===== src/rtl/reg_wr_arb_pkg.sv =====
// reg_wr_arb_pkg: shared types and helpers for the register-bank write arbiter.
//   arb_state_t : arbiter FSM states (IDLE, LOCKED)
//   idx_width() : index width for a given requester count (minimum 1 bit)
//   rr_first()  : round-robin search returning the winner index and a valid flag
package reg_wr_arb_pkg;

    typedef enum logic {
        IDLE   = 1'b0,
        LOCKED = 1'b1
    } arb_state_t;

    // Upper bound on requester count supported by rr_first.
    localparam int RR_MAX_REQ   = 32;
    localparam int RR_IDX_MAX_W = 5;

    typedef struct packed {
        logic                    valid;
        logic [RR_IDX_MAX_W-1:0] idx;
    } rr_res_t;

    function automatic int idx_width(input int n);
        return (n > 1) ? $clog2(n) : 1;
    endfunction

    // Scan offsets from the highest down to zero so that the smallest offset
    // from ptr that has a request is the last one written, i.e. the winner.
    function automatic rr_res_t rr_first(input logic [RR_MAX_REQ-1:0] req,
                                         input int ptr,
                                         input int n);
        rr_res_t res;
        int      k;
        res = '0;
        for (int i = RR_MAX_REQ - 1; i >= 0; i--) begin
            if (i < n) begin
                k = ptr + i;
                if (k >= n) begin
                    k = k - n;
                end
                if (req[k]) begin
                    res.valid = 1'b1;
                    res.idx   = k[RR_IDX_MAX_W-1:0];
                end
            end
        end
        return res;
    endfunction

endpackage


===== src/rtl/reg_wr_arb_rr_pick.sv =====
// rr_pick: combinational masked round-robin picker.
//   req    : raw request vector
//   mask   : requesters excluded from this pick
//   ptr    : index where the search starts (wraps at NUM_REQ-1 -> 0)
//   onehot : one-hot winner, all zero when nothing is eligible
//   idx    : winner index (don't care when valid=0)
//   valid  : at least one eligible request
module rr_pick
    import reg_wr_arb_pkg::*;
#(
    parameter int NUM_REQ = 4,
    parameter int IDX_W   = idx_width(NUM_REQ)
) (
    input  logic [NUM_REQ-1:0] req,
    input  logic [NUM_REQ-1:0] mask,
    input  logic [IDX_W-1:0]   ptr,
    output logic [NUM_REQ-1:0] onehot,
    output logic [IDX_W-1:0]   idx,
    output logic               valid
);

    logic [RR_MAX_REQ-1:0] elig_ext;
    rr_res_t               res;

    always_comb begin
        elig_ext                = '0;
        elig_ext[NUM_REQ-1:0]   = req & ~mask;
        res                     = rr_first(elig_ext, int'(ptr), NUM_REQ);
    end

    assign valid = res.valid;
    assign idx   = res.idx[IDX_W-1:0];

    for (genvar gi = 0; gi < NUM_REQ; gi++) begin : g_onehot
        assign onehot[gi] = res.valid && (res.idx == RR_IDX_MAX_W'(gi));
    end

endmodule


===== src/rtl/reg_wr_arb.sv =====
// reg_wr_arb: round-robin write arbiter in front of a shared register bank.
//   clk, rst          : clock, synchronous active-high reset
//   req/lock          : per-requester write and lock requests
//   addr/wdata        : packed per-requester write address / data
//   gnt               : registered one-hot grant pulse
//   wr_en/addr/data   : registered write port into the register bank
//   locked            : high on grants that belong to a locked burst
//   wait_max          : (only with REG_WR_ARB_STATS_EN) longest req-to-gnt wait
// Optional feature macro: REG_WR_ARB_STATS_EN.
module reg_wr_arb
    import reg_wr_arb_pkg::*;
#(
    parameter int NUM_REQ  = 4,
    parameter int DATA_W   = 8,
    parameter int ADDR_W   = 2,
    parameter int LOCK_MAX = 8
) (
    input  logic                        clk,
    input  logic                        rst,
    input  logic [NUM_REQ-1:0]          req,
    input  logic [NUM_REQ-1:0]          lock,
    input  logic [NUM_REQ*ADDR_W-1:0]   addr,
    input  logic [NUM_REQ*DATA_W-1:0]   wdata,
    output logic [NUM_REQ-1:0]          gnt,
    output logic                        wr_en,
    output logic [ADDR_W-1:0]           wr_addr,
    output logic [DATA_W-1:0]           wr_data,
    output logic                        locked
`ifdef REG_WR_ARB_STATS_EN
    ,
    output logic [7:0]                  wait_max
`endif
);

    localparam int IDX_W = idx_width(NUM_REQ);
    localparam int CNT_W = $clog2(LOCK_MAX + 1);

    arb_state_t          state_q, state_d;
    logic [IDX_W-1:0]    ptr_q, ptr_d;
    logic [IDX_W-1:0]    owner_q, owner_d;
    logic [CNT_W-1:0]    cnt_q, cnt_d;
    logic [NUM_REQ-1:0]  gnt_q, gnt_d;
    logic                wr_en_q, wr_en_d;
    logic [ADDR_W-1:0]   wr_addr_q, wr_addr_d;
    logic [DATA_W-1:0]   wr_data_q, wr_data_d;
    logic                locked_q, locked_d;

    logic [ADDR_W-1:0]   addr_arr [NUM_REQ];
    logic [DATA_W-1:0]   wdata_arr [NUM_REQ];

    for (genvar gi = 0; gi < NUM_REQ; gi++) begin : g_unpack
        assign addr_arr[gi]  = addr[gi*ADDR_W +: ADDR_W];
        assign wdata_arr[gi] = wdata[gi*DATA_W +: DATA_W];
    end

    logic [NUM_REQ-1:0]  owner_oh;
    logic [NUM_REQ-1:0]  pick_mask;
    logic [IDX_W-1:0]    pick_ptr;
    logic [NUM_REQ-1:0]  pick_onehot;
    logic [IDX_W-1:0]    pick_idx;
    logic                pick_valid;

    // In IDLE the requester currently shown on gnt is masked so its held req
    // is not granted twice. In LOCKED only the owner is eligible, and it is
    // not masked: each cycle it holds req is another beat of the burst.
    always_comb begin
        owner_oh          = '0;
        owner_oh[owner_q] = 1'b1;
        if (state_q == LOCKED) begin
            pick_mask = ~owner_oh;
            pick_ptr  = owner_q;
        end else begin
            pick_mask = gnt_q;
            pick_ptr  = ptr_q;
        end
    end

    rr_pick #(
        .NUM_REQ (NUM_REQ),
        .IDX_W   (IDX_W)
    ) u_rr_pick (
        .req    (req),
        .mask   (pick_mask),
        .ptr    (pick_ptr),
        .onehot (pick_onehot),
        .idx    (pick_idx),
        .valid  (pick_valid)
    );

    always_comb begin
        state_d   = state_q;
        ptr_d     = ptr_q;
        owner_d   = owner_q;
        cnt_d     = cnt_q;
        gnt_d     = '0;
        wr_en_d   = 1'b0;
        wr_addr_d = wr_addr_q;
        wr_data_d = wr_data_q;
        locked_d  = 1'b0;

        if (pick_valid) begin
            gnt_d     = pick_onehot;
            wr_en_d   = 1'b1;
            wr_addr_d = addr_arr[pick_idx];
            wr_data_d = wdata_arr[pick_idx];
            ptr_d     = pick_idx + 1'b1;
        end

        case (state_q)
            IDLE: begin
                if (pick_valid && lock[pick_idx]) begin
                    locked_d = 1'b1;
                    // A one-beat burst is already complete after this grant.
                    if (LOCK_MAX > 1) begin
                        state_d = LOCKED;
                        owner_d = pick_idx;
                        cnt_d   = CNT_W'(1);
                    end
                end
            end
            LOCKED: begin
                if (!req[owner_q]) begin
                    // Owner went away: release without a grant this cycle.
                    state_d = IDLE;
                    cnt_d   = '0;
                    ptr_d   = owner_q + 1'b1;
                end else if (!lock[owner_q]) begin
                    // Final, unlocked write from the owner ends the burst.
                    state_d = IDLE;
                    cnt_d   = '0;
                end else begin
                    locked_d = 1'b1;
                    if (cnt_q == CNT_W'(LOCK_MAX - 1)) begin
                        // This grant reaches LOCK_MAX; peers get the next turn.
                        state_d = IDLE;
                        cnt_d   = '0;
                    end else begin
                        cnt_d = cnt_q + 1'b1;
                    end
                end
            end
            default: begin
                state_d = IDLE;
            end
        endcase
    end

    always_ff @(posedge clk) begin
        if (rst) begin
            state_q   <= IDLE;
            ptr_q     <= '0;
            owner_q   <= '0;
            cnt_q     <= '0;
            gnt_q     <= '0;
            wr_en_q   <= 1'b0;
            wr_addr_q <= '0;
            wr_data_q <= '0;
            locked_q  <= 1'b0;
        end else begin
            state_q   <= state_d;
            ptr_q     <= ptr_d;
            owner_q   <= owner_d;
            cnt_q     <= cnt_d;
            gnt_q     <= gnt_d;
            wr_en_q   <= wr_en_d;
            wr_addr_q <= wr_addr_d;
            wr_data_q <= wr_data_d;
            locked_q  <= locked_d;
        end
    end

    assign gnt     = gnt_q;
    assign wr_en   = wr_en_q;
    assign wr_addr = wr_addr_q;
    assign wr_data = wr_data_q;
    assign locked  = locked_q;

`ifdef REG_WR_ARB_STATS_EN
    // Per-requester wait counters count cycles of req without the matching
    // gnt on the output; they clear on the cycle gnt is shown.
    logic [7:0] wcnt_q [NUM_REQ];
    logic [7:0] wcnt_d [NUM_REQ];
    logic [7:0] wait_max_q, wait_max_d;

    always_comb begin
        wait_max_d = wait_max_q;
        for (int i = 0; i < NUM_REQ; i++) begin
            if (gnt_q[i]) begin
                wcnt_d[i] = '0;
            end else if (req[i] && (wcnt_q[i] != 8'hFF)) begin
                wcnt_d[i] = wcnt_q[i] + 8'd1;
            end else begin
                wcnt_d[i] = wcnt_q[i];
            end
            if (wcnt_q[i] > wait_max_d) begin
                wait_max_d = wcnt_q[i];
            end
        end
    end

    always_ff @(posedge clk) begin
        if (rst) begin
            wait_max_q <= '0;
            for (int i = 0; i < NUM_REQ; i++) begin
                wcnt_q[i] <= '0;
            end
        end else begin
            wait_max_q <= wait_max_d;
            for (int i = 0; i < NUM_REQ; i++) begin
                wcnt_q[i] <= wcnt_d[i];
            end
        end
    end

    assign wait_max = wait_max_q;
`endif

endmodule

===== config.mk =====
export PLATFORM = sky130hd
export DESIGN_NAME = reg_wr_arb
export DESIGN_NICKNAME = d
export VERILOG_FILES = /design/src/rtl/reg_wr_arb_pkg.sv /design/src/rtl/reg_wr_arb_rr_pick.sv /design/src/rtl/reg_wr_arb.sv
export SDC_FILE = /design/constraint.sdc
export NUM_CORES = 1
export LEC_CHECK = 0
export CAP_MARGIN = 25
export CORE_MARGIN = 2
export CORE_UTILIZATION = 41
export CTS_BUF_LIST = sky130_fd_sc_hd__clkbuf_16
export DETAILED_ROUTE_END_ITERATION = 7
export PLACE_DENSITY = 0.87
export SYNTH_ARGS = -nofsm -noshare
export SYNTH_HDL_FRONTEND = slang
export SYNTH_HIERARCHICAL = 1
export SYNTH_SLANG_ARGS = --single-unit

===== constraint.sdc =====
create_clock -name clk -period 3.9 [get_ports clk]
set_clock_uncertainty 0.05 [all_clocks]
set_input_delay 1.17 -clock clk [delete_from_list [all_inputs] [get_ports clk]]
set_output_delay 1.17 -clock clk [all_outputs]
set_load 0.1 [all_outputs]

== Yosys cells after proc, flatten, opt, wreduce, memory -nomap -nowiden ==
Cells that the tools add are included.

* $lt $le $gt $ge: 12
* Equality and inequality tests: 5
* Bitwise gates (word level): 6
* Reduce and logical (&&, ||, !) cells: 9
* Add/sub/neg operators: 10
* Muxes and demuxes: 53

{| class="wikitable"
|+ Operators with widths
! cell !! number
|-
| 32-bit by 7-bit < comparator with 1-bit output, second input constant || 4
|-
| 32-bit two-way mux || 4
|-
| 32-bit by 4-bit greater-or-equal comparator with 1-bit output, second input constant || 3
|-
| 32-bit by 4-bit subtractor with 32-bit output, second input constant || 3
|-
| 6-bit two-way mux || 4
|-
| 1-bit binary-select mux with 5-bit select || 4
|-
| 4-bit two-way mux || 5
|-
| 1-bit two-way mux || 19
|-
| 8-bit binary-select mux with 2-bit select || 1
|-
| 8-bit two-way mux || 2
|-
| 2-bit two-way mux || 6
|-
| 5-bit by 2-bit equality test with 1-bit output, second input constant || 2
|-
| 4-bit inverter || 2
|-
| 4-bit one-hot mux with 2 select lines || 1
|-
| 2-bit by 2-bit adder with 3-bit output, second input constant || 2
|-
| 1-bit binary-select mux with 2-bit select || 3
|-
| 1-bit logical AND || 6
|-
| 2-bit by 3-bit < comparator with 1-bit output, second input constant || 2
|-
| 5-bit by 1-bit equality test with 1-bit output, second input constant || 1
|-
| 5-bit logical NOT || 1
|-
| 2-bit by 1-bit adder with 2-bit output, second input constant || 2
|-
| 4-bit by 1-bit adder with 4-bit output, second input constant || 1
|-
| 4-bit bitwise AND || 1
|-
| 2-bit binary-select mux with 2-bit select || 1
|-
| other kinds (13) || 15
|}

* Logic and storage cells: 104
* Input port bits: 50
* Output and inout bits: 16
* Register bits: 25

== Depth between registers and ports, before layout ==
Gate-level depths: netlist of run 1.

* Depth in word-level cells: 20
* Gate-level depth with buffers: 16
* Depth with buffers taken out: 12

== Modules after synthesis ==
The synthesis of run 1 kept the hierarchy.

{| class="wikitable"
|+ By module, submodules not included
! module !! sequential area each (um^2) !! cells each !! times used !! area an instance (um^2)
|-
| reg_wr_arb || 500.5 || 136 || 1 || 1428.9
|-
| rr_pick || 0.0 || 61 || 1 || 437.9
|}

== Worst setup path before layout of run 1 ==
Ideal clock, no wire load.

* Kind: reg-to-reg
* From: register state_q
* To: register wr_addr_q[0] (netlist: wr_addr[0])
* Clock period less this slack: 3.671 ns
* Path slack: 0.229 ns
* Buffers on the path: 3
* Library setup time: 0.128 ns
* Required time: 3.722 ns
* Stages on the path, launching flop included: 15
* Arrival: 3.494 ns
* Cells stage by stage: dfxtp_1 clkbuf_1 mux2_2 buf_2 inv_1 ha_1 inv_1 o211ai_1 or3_1 a221o_1 nand2_1 buf_2 mux4_2 mux2i_1 nor2_1

* Longest elaborated chain between the ends: 15
* Elaborated cells on any way between the ends: 39
* Those cells by class: add/sub (7); order compare (4); mux (25); bitwise (3)

{| class="wikitable"
|+ RTL lines
! what !! line !! text
|-
| start: declaration || reg_wr_arb.sv:38 || <nowiki>arb_state_t state_q, state_d;</nowiki>
|-
| start signal: assignment || reg_wr_arb.sv:160 || <nowiki>state_q <= state_d;</nowiki>
|-
| 2-bit two-way mux * || reg_wr_arb.sv:69 || <nowiki>if (state_q == LOCKED) begin</nowiki>
|-
| named net pick_ptr[0] || reg_wr_arb.sv:58 || <nowiki>logic [IDX_W-1:0] pick_ptr;</nowiki>
|-
| 2-bit by 2-bit adder with 3-bit output || reg_wr_arb_pkg.sv:35 || <nowiki>k = ptr + i;</nowiki>
|-
| 32-bit by 4-bit subtractor with 32-bit output or 32-bit by 4-bit greater-or-equal comparator with 1-bit output (tied branches) || reg_wr_arb_pkg.sv:37, reg_wr_arb_pkg.sv:36 ||
|-
| 32-bit two-way mux || reg_wr_arb_pkg.sv:36 || <nowiki>if (k >= n) begin</nowiki>
|-
| 1-bit binary-select mux with 5-bit select || reg_wr_arb_pkg.sv:39 || <nowiki>if (req[k]) begin</nowiki>
|-
| 1-bit two-way mux (not written as such) (2 in series) || reg_wr_arb_pkg.sv:39 ||
|-
| 6-bit two-way mux (3 in series) || reg_wr_arb_pkg.sv:39 ||
|-
| 6-bit two-way mux * || reg_wr_arb_pkg.sv:39 ||
|-
| named net pick_idx[1] || reg_wr_arb.sv:60 || <nowiki>logic [IDX_W-1:0] pick_idx;</nowiki>
|-
| 2-bit inverter with 3-bit output (not written as such) * || reg_wr_arb.sv:104 || <nowiki>wr_addr_d = addr_arr[pick_idx];</nowiki>
|-
| 2-bit binary-select mux with 2-bit select * || reg_wr_arb.sv:104 ||
|-
| 2-bit two-way mux (not written as such) * (2 in series) || reg_wr_arb.sv:104 ||
|-
| end signal: assignment || reg_wr_arb.sv:166 || <nowiki>wr_addr_q <= wr_addr_d;</nowiki>
|-
| end: declaration || reg_wr_arb.sv:44 || <nowiki>logic [ADDR_W-1:0] wr_addr_q, wr_addr_d;</nowiki>
|}

The timed path passes the listed nets; every way through them passes the cells marked *. The select of a mux whose other input is x is not followed.
A chain may end at the register's enable or synchronous reset.

== Worst setup path after layout of run 1 ==
* From: input req[2]
* To: register cnt_q[2]

* Longest elaborated chain between the ends: 12
* Elaborated cells on any way between the ends: 25
* Those cells by class: eq/ne (1); mux (22); bitwise (1); reduce/logical (1)

{| class="wikitable"
|+ RTL lines
! what !! line !! text
|-
| start: declaration || reg_wr_arb.sv:20 || <nowiki>input logic [NUM_REQ-1:0] req,</nowiki>
|-
| 4-bit bitwise AND * || reg_wr_arb_rr_pick.sv:27 || <nowiki>elig_ext[NUM_REQ-1:0] = req & ~mask;</nowiki>
|-
| 1-bit binary-select mux with 5-bit select || reg_wr_arb_pkg.sv:39 ||
|-
| 1-bit two-way mux (not written as such) (2 in series) || reg_wr_arb_pkg.sv:39 ||
|-
| 6-bit two-way mux (3 in series) || reg_wr_arb_pkg.sv:39 ||
|-
| 6-bit two-way mux * || reg_wr_arb_pkg.sv:39 ||
|-
| named net pick_idx[1] || reg_wr_arb.sv:60 ||
|-
| 1-bit binary-select mux with 2-bit select * || reg_wr_arb.sv:111 || <nowiki>if (pick_valid && lock[pick_idx]) begin</nowiki>
|-
| 1-bit two-way mux (not written as such) * || reg_wr_arb.sv:111 ||
|-
| 1-bit logical AND * || reg_wr_arb.sv:111 ||
|-
| 2-bit inequality test (no line) * || - ||
|-
| end signal: assignment || reg_wr_arb.sv:163 || <nowiki>cnt_q <= cnt_d;</nowiki>
|-
| end: declaration || reg_wr_arb.sv:41 || <nowiki>logic [CNT_W-1:0] cnt_q, cnt_d;</nowiki>
|}

Marks and branches as above.

==> impl_metrics.ini, run 1 <==
[yosys]
postSynth.asyncResetShare_pct = 0
syn_inst = 197
synthFlopType = dfxtp_1
avgSynthCellArea_um2 = 9.476
ys_seq_elements = 25
synth_top_area_share_pct = 26.81
ys_seq_area_share_pct = 26.81
yosysTopAreaCell = dfxtp_1
yosysMostFrequentCell = dfxtp_1
synth_edf_count = 0
synth.top_cells.by_count = dfxtp_1 (25), nor2_1 (20), mux2i_1 (14), nand2_1 (12), mux4_2 (11)
synth_nets = 257
synth_area_mm2 = 0.001867
yosysWarnings = 6
synth_cell_type_count = 49
synthTopCellsByArea = dfxtp_1 (27%), mux4_2 (13%), mux2i_1 (7.5%)

[setup_path]
crit_required_ns = 4.00
r2r_setup_slack_ns = 0.26
path_cells = clkdlybuf4s50_1 > buf_4 > and3b_1 > o211ai_1 > or3_1 > a221o_1 > nand2_1 > and2_1 > a221oi_4 > and2_1 > a311o_2
end_kind = flip-flop
r2r-end = cnt_q[2]
critPathBufInv = 2
slowest_stage = clkdlybuf4s50_1
critPathTopFamily = simple AND/OR/NAND/NOR gates
arrival_ns = 3.93
slowest_delay_ns = 0.48
critical_path.max_fanout = 6
r2r_cells = 12
reg2reg_from = owner_q[0]
cpMostUsedCell = and2_1
critPathKind = in2reg
crit_path_start_kind = input pin

[clock_network]
cts-root-buf = clkbuf_16
clockBufferDepth = 2
cts_tree = done
htree_levels = 1
clk-insertion-delay-late_ns = 0.26
cts_setup_buffers = 0
cts_sinks = 25
numCtsBuffers = 3
clk_pin_slew_ns = 0.07

[timing]
max_freq_ghz = 0.2612
rsz0062_at_grt = false
whs_ns = 0.4427
slew_headroom_pct = 33.71
fin_crit_ns = 3.828
finalCritPeriodShare_pct = 98.16
setup_viol = 0
setup_tns_ns = 0
tightest_slew_ns = 0.9913
hold_viol = 0
slew_viol_final = 0

[cells_and_area]
nets = 338
n_fill_cell = 347
drive_gt1_share_pct = 22.02
antenna_cells = 0
final_area_mm2 = 0.002784
synthToLayoutAreaGrowth_pct = 49.13
seq_area_um2 = 500.5
multi_input_area_mm2 = 0.001320

[flow_run]
cap_violations = 0

[floorplan]
core_mm2 = 0.004384
die_w_um = 71.48
dieArea_mm2 = 0.005109
start_util_pct = 42.58
die_h_um = 71.48
fp-row-count = 24
io_pins = 66

[placed_design]
routabilityCongestion = 0.9140
numPortBuffers = 65
placed_area_mm2 = 0.002668
place.detailed.hpwl_um = 4187

[min_path]
hold_class = reg2reg
hold_depth = 2
holdPathEnd = wr_data[4]
hold_start = wr_data[4]

[status]
outcome = complete, no violations

[route]
routedWlPerCell_um = 16.27
ant_nets = 0
drt-initial-drc-count = 89
finalWirelength_um = 5352
dr.pass1.iters = 4
vias = 1819
drc = 0
viasPerCell = 5.529

[grt]
grt_pass1_vias = 1827
grt_pass1_wl_um = 8542
grt_use_total_pct = 20.94
grt_antenna_before_repair = 0
grt_max_degree = 21
grt_overflow_total = 0

[power_and_ir_drop]
ir_drop_v = 0.0006535
power_density_mw_per_mm2 = 1073
leakage_uw = 0.001173
## power by group
group | leakage (uW) | total, uW | internal [uW] | switching (uW)
Sequential | 0.000206 | 388 | 342 | 46.0
Clock | 0.0000371 | 231 | 139 | 91.3
Combinational | 0.000929 | 2370 | 1050 | 1320
## layout make-up
| cell class | instances | area share, % |
|---|---|---|
| Clock buffer | 3 | 2.697 |
| Sequential cell | 25 | 17.98 |
| Clock inverter | 1 | 0.2697 |
| Timing Repair Buffer | 85 | 27.96 |
| Inverter | 10 | 1.348 |
| Tap cell | 52 | 2.337 |
| Multi-Input combinational cell | 153 | 47.42 |
## state kept, by name, indices dropped and copies added (netlist names)
| signal | count |
|---|---|
| wr_en | 1 |
| wr_data | 8 |
| gnt | 4 |
| wr_addr | 2 |
| cnt_q | 4 |
| owner_q | 2 |
| locked | 1 |
| ptr_q | 2 |
| state_q | 1 |
## logic make-up (layout without fill, tap and decap cells)
logic type / count (synthesis) / in the layout / synth area share, %
multiplexers: 30 / 30 / 24.60
AND/OR/NAND/NOR: 73 / 73 / 21.25
adder cells (fa/ha/maj): 10 / 10 / 6.702
buffers and inverters: 19 / 99 / 4.289
AO/OA/AOI/OAI: 39 / 39 / 15.88
flip-flops: 25 / 25 / 26.81
XOR/XNOR: 1 / 1 / 0.4693
## timing repair
action / 4_1_cts / 5_1_grt
hold buffers: 0 / 0
endpoints found under the setup margin: 0 / 15
gates resized for setup: 0 / 7
## stage by stage
step / util, % / cells / total power (uW) / worst slack [ns]
finish: 63.50 / 329 / 2987 / 0.07183
detailed placement: 60.84 / 325 / 2670 / -0.1792
global placement: 60.84 / 325 / 2613 / -0.09867
floorplan: - / 197 / 2090 / 0.2286
global route: 63.50 / 329 / 3181 / 0.004384
CTS: 62.73 / 329 / 2924 / 0.07096
## worst register-to-register path, cell delays in order, from the launching register on
cell and delay (ns):
dfxtp_1 0.45, mux2_2 0.42, inv_1 0.17, ha_1 0.40, inv_1 0.11, o211ai_1 0.11
or3_1 0.41, a221o_1 0.41, nand2_1 0.24, and2_1 0.22, a221oi_4 0.08, and2_1 0.17
a311o_2 0.29
## how the worst max path moves through the flow
stage / from / end / slack, ns / depth (start not counted)
2_1_floorplan: state_q / wr_addr[0] / 0.23 / 14
3_3_place_gp: req[2] / wr_addr[0] / -0.1 / 11
3_5_place_dp: req[0] / cnt_q[0] / -0.18 / 11
4_1_cts: req[0] / cnt_q[0] / 0.07 / 11
5_1_grt: req[0] / cnt_q[0] / 0.004 / 13
6_report: req[2] / cnt_q[2] / 0.07 / 11
## cells in the final DEF, fill, tap and decap left out, types with 3 or more instances in the layout
master / netlist / layout
clkdlybuf4s50_1: 0 / 56
buf_4: 1 / 29
dfxtp_1: 25 / 25
nor2_1: 20 / 19
mux2i_1: 14 / 14
nand2_1: 12 / 12
mux4_2: 11 / 11
ha_1: 10 / 10
inv_1: 9 / 9
a21oi_1: 9 / 8
and2_1: 8 / 8
nand2b_1: 7 / 7
o211ai_1: 6 / 6
nor2b_1: 4 / 4
mux2_2: 4 / 3
nor3b_1: 3 / 3
and3b_1: 3 / 3
o21a_1: 3 / 3
clkbuf_16: 0 / 3
## per-layer routing
metal	vias up	global-route usage, %	part of all wire [%]
met5	-	0	0
met4	0	1.677	0
met3	0	6.610	10
met2	80	38.27	49
met1	846	25.00	41
li1	893	-	-
Note: power is estimated with default switching activity, not from simulation.
==> run 2: changes to the inputs <==
Settings changed: CORE_MARGIN 2 to default.
==> run 2 against run 1 <==
Hold slack improved by 0.0068 ns. Die area shrank 5.5%. Cell area fell by 1.1%. Sequential share of layout area increased by 0.20 points. Via count is 1.0% lower. Flip-flop and latch count is the same. Combinational power is essentially flat. Register-to-register slack got worse by 0.07 ns. Wire length down 3.7%. Sequential power grew 2%.
==> impl_metrics.ini, run 2 (same netlist as run 1, synthesis figures left out) <==
[power_and_ir_drop]
pwr-share-comb_pct = 79.4
clkPwrFrac_pct = 7.5
power_frac_seq_pct = 13.2
intPower_uw = 1533
leakage_uw = 0.001169
switching_share_pct = 48.75
power_density_mw_per_mm2 = 1087
ir_drop_v = 0.0007780
switchingPower_uw = 1458

[route]
drt-initial-drc-count = 147
vias = 1800
viasPerCell = 5.556
drc = 0
dr.pass1.iters = 4
finalWirelength_um = 5155
ant_nets = 0
routedWlPerCell_um = 15.91

[grt]
met3_usage_pct = 4.070
grt_pass1_wl_um = 8349
grt_use_total_pct = 21.62
grt_antenna_before_repair = 0
gr-max-usage-layer = met2
grt_max_degree = 21
grt.met2_usage_pct = 36.57
grt_overflow_total = 0
grt_use_met1_pct = 27.89
grt_pass1_vias = 1786

[timing]
tightest_slew_ns = 0.9593
setup_viol = 0
whs_ns = 0.4495
rsz0062_at_grt = true
fin_crit_ns = 3.835
hold_viol = 0
max_freq_ghz = 0.2607
layout_setup_ws_ns = 0.06490
slew_viol_final = 0
slew_headroom_pct = 35.85
finalCritPeriodShare_pct = 98.34

[floorplan]
core_mm2 = 0.004354
fp-row-count = 24
io_pins = 66
start_util_pct = 42.87
dieArea_mm2 = 0.004827
die_h_um = 69.48
die_w_um = 69.48

[placed_design]
routabilityCongestion = 0.8913
placed_area_mm2 = 0.002645
dp_cells = 320
post-place-ws_ns = -0.1939
place.detailed.hpwl_um = 3903
numPortBuffers = 65

[clock_network]
cts_setup_buffers = 0
clockBufferDepth = 2
htree_levels = 1
clk-insertion-delay-late_ns = 0.25
cts-root-buf = clkbuf_16
cts_tree = done
clk_pin_slew_ns = 0.06
cts_sinks = 25
numCtsBuffers = 3

[cells_and_area]
multi_input_area_mm2 = 0.001313
nets = 333
final_common_cell = clkdlybuf4s50_1
synthToLayoutAreaGrowth_pct = 47.45
n_fill_cell = 331
largest_reg_flops = 8
antenna_cells = 0
most-common-layout-cells = clkdlybuf4s50_1 (51), buf_4 (26), dfxtp_1 (25), nor2_1 (19), mux2i_1 (14)
fin_util_pct = 63.22
final_area_mm2 = 0.002753
seq_area_um2 = 500.5
drive_gt1_share_pct = 22.06
fin_cells = 324

[setup_path]
crit_required_ns = 4.05
critPathKind = in2reg
startpoint = req[0]
critPathTopFamily = simple AND/OR/NAND/NOR gates
crit_path_start_kind = input pin
arrival_ns = 3.98
slowest_stage = clkdlybuf4s50_1
critPathBufInv = 2
reg2reg_from = state_q
slowest_delay_ns = 0.48
critical_path.max_fanout = 5
end_kind = flip-flop
path_cells = clkdlybuf4s50_1 > or3b_2 > a21oi_2 > o211ai_1 > and2_4 > nor2_2 > buf_6 > mux2_2 > a221oi_4 > and2_1 > a311o_1

[min_path]
hold_start = wr_addr[1]
hold_class = reg2reg

[status]
outcome = complete, no violations

[flow_run]
cap_violations = 0
==> run 2: what timing repair did <==
item,4_1_cts,5_1_grt
hold buffers,0,0
endpoints found under the setup margin,0,6
resized for setup,0,5
==> run 2: worst paths after layout <==
path	to	slack [ns]	cells past startpoint
min reg2reg	wr_addr[1]	0.45	2
max reg2reg	cnt_q[2]	0.19	12
min	wr_addr[1]	0.45	2
max	cnt_q[3]	0.06	11
==> run 2: stage by stage <==
step	total power, uW	TNS, ns
floorplan	2090	0
CTS	2931	0
detailed placement	2679	-1.676
finish	2991	0
global placement	2641	-0.8082
global route	3178	-0.07540
==> run 2: area by class of cell <==
class,count,area share [%]
repair buffers,80,27.50
flip-flops and latches,25,18.18
multi-input cells,153,47.68
well taps,52,2.364
inverters,10,1.364
clock inverters,1,0.1818
clock buffers,3,2.727
==> run 2: worst reg2reg max path, stage by stage, from the launching register on <==
cell,delay [ns]
dfxtp_1,0.50
mux2_2,0.53
inv_1,0.19
ha_1,0.31
inv_1,0.10
o211ai_1,0.11
or3_1,0.41
a221o_1,0.39
nand2_1,0.20
and2_1,0.25
a221oi_4,0.10
and2_1,0.17
a311o_2,0.30
==> run 2: power by group through the flow <==
stage                     Clock [uW]  Sequential [uW]  Combinational (uW)
after floorplan                    0              770                1320
after global placement             0              394                2250
after detailed placement           0              396                2280
after CTS                        227              393                2310
after global routing             234              404                2540
final                            224              394                2370
==> run 2: routing by layer <==
metal,vias to the layer above,routed length (um)
met3,8,194
li1,881,-
met1,857,2312
met2,54,2547
met4,0,100
met5,-,0
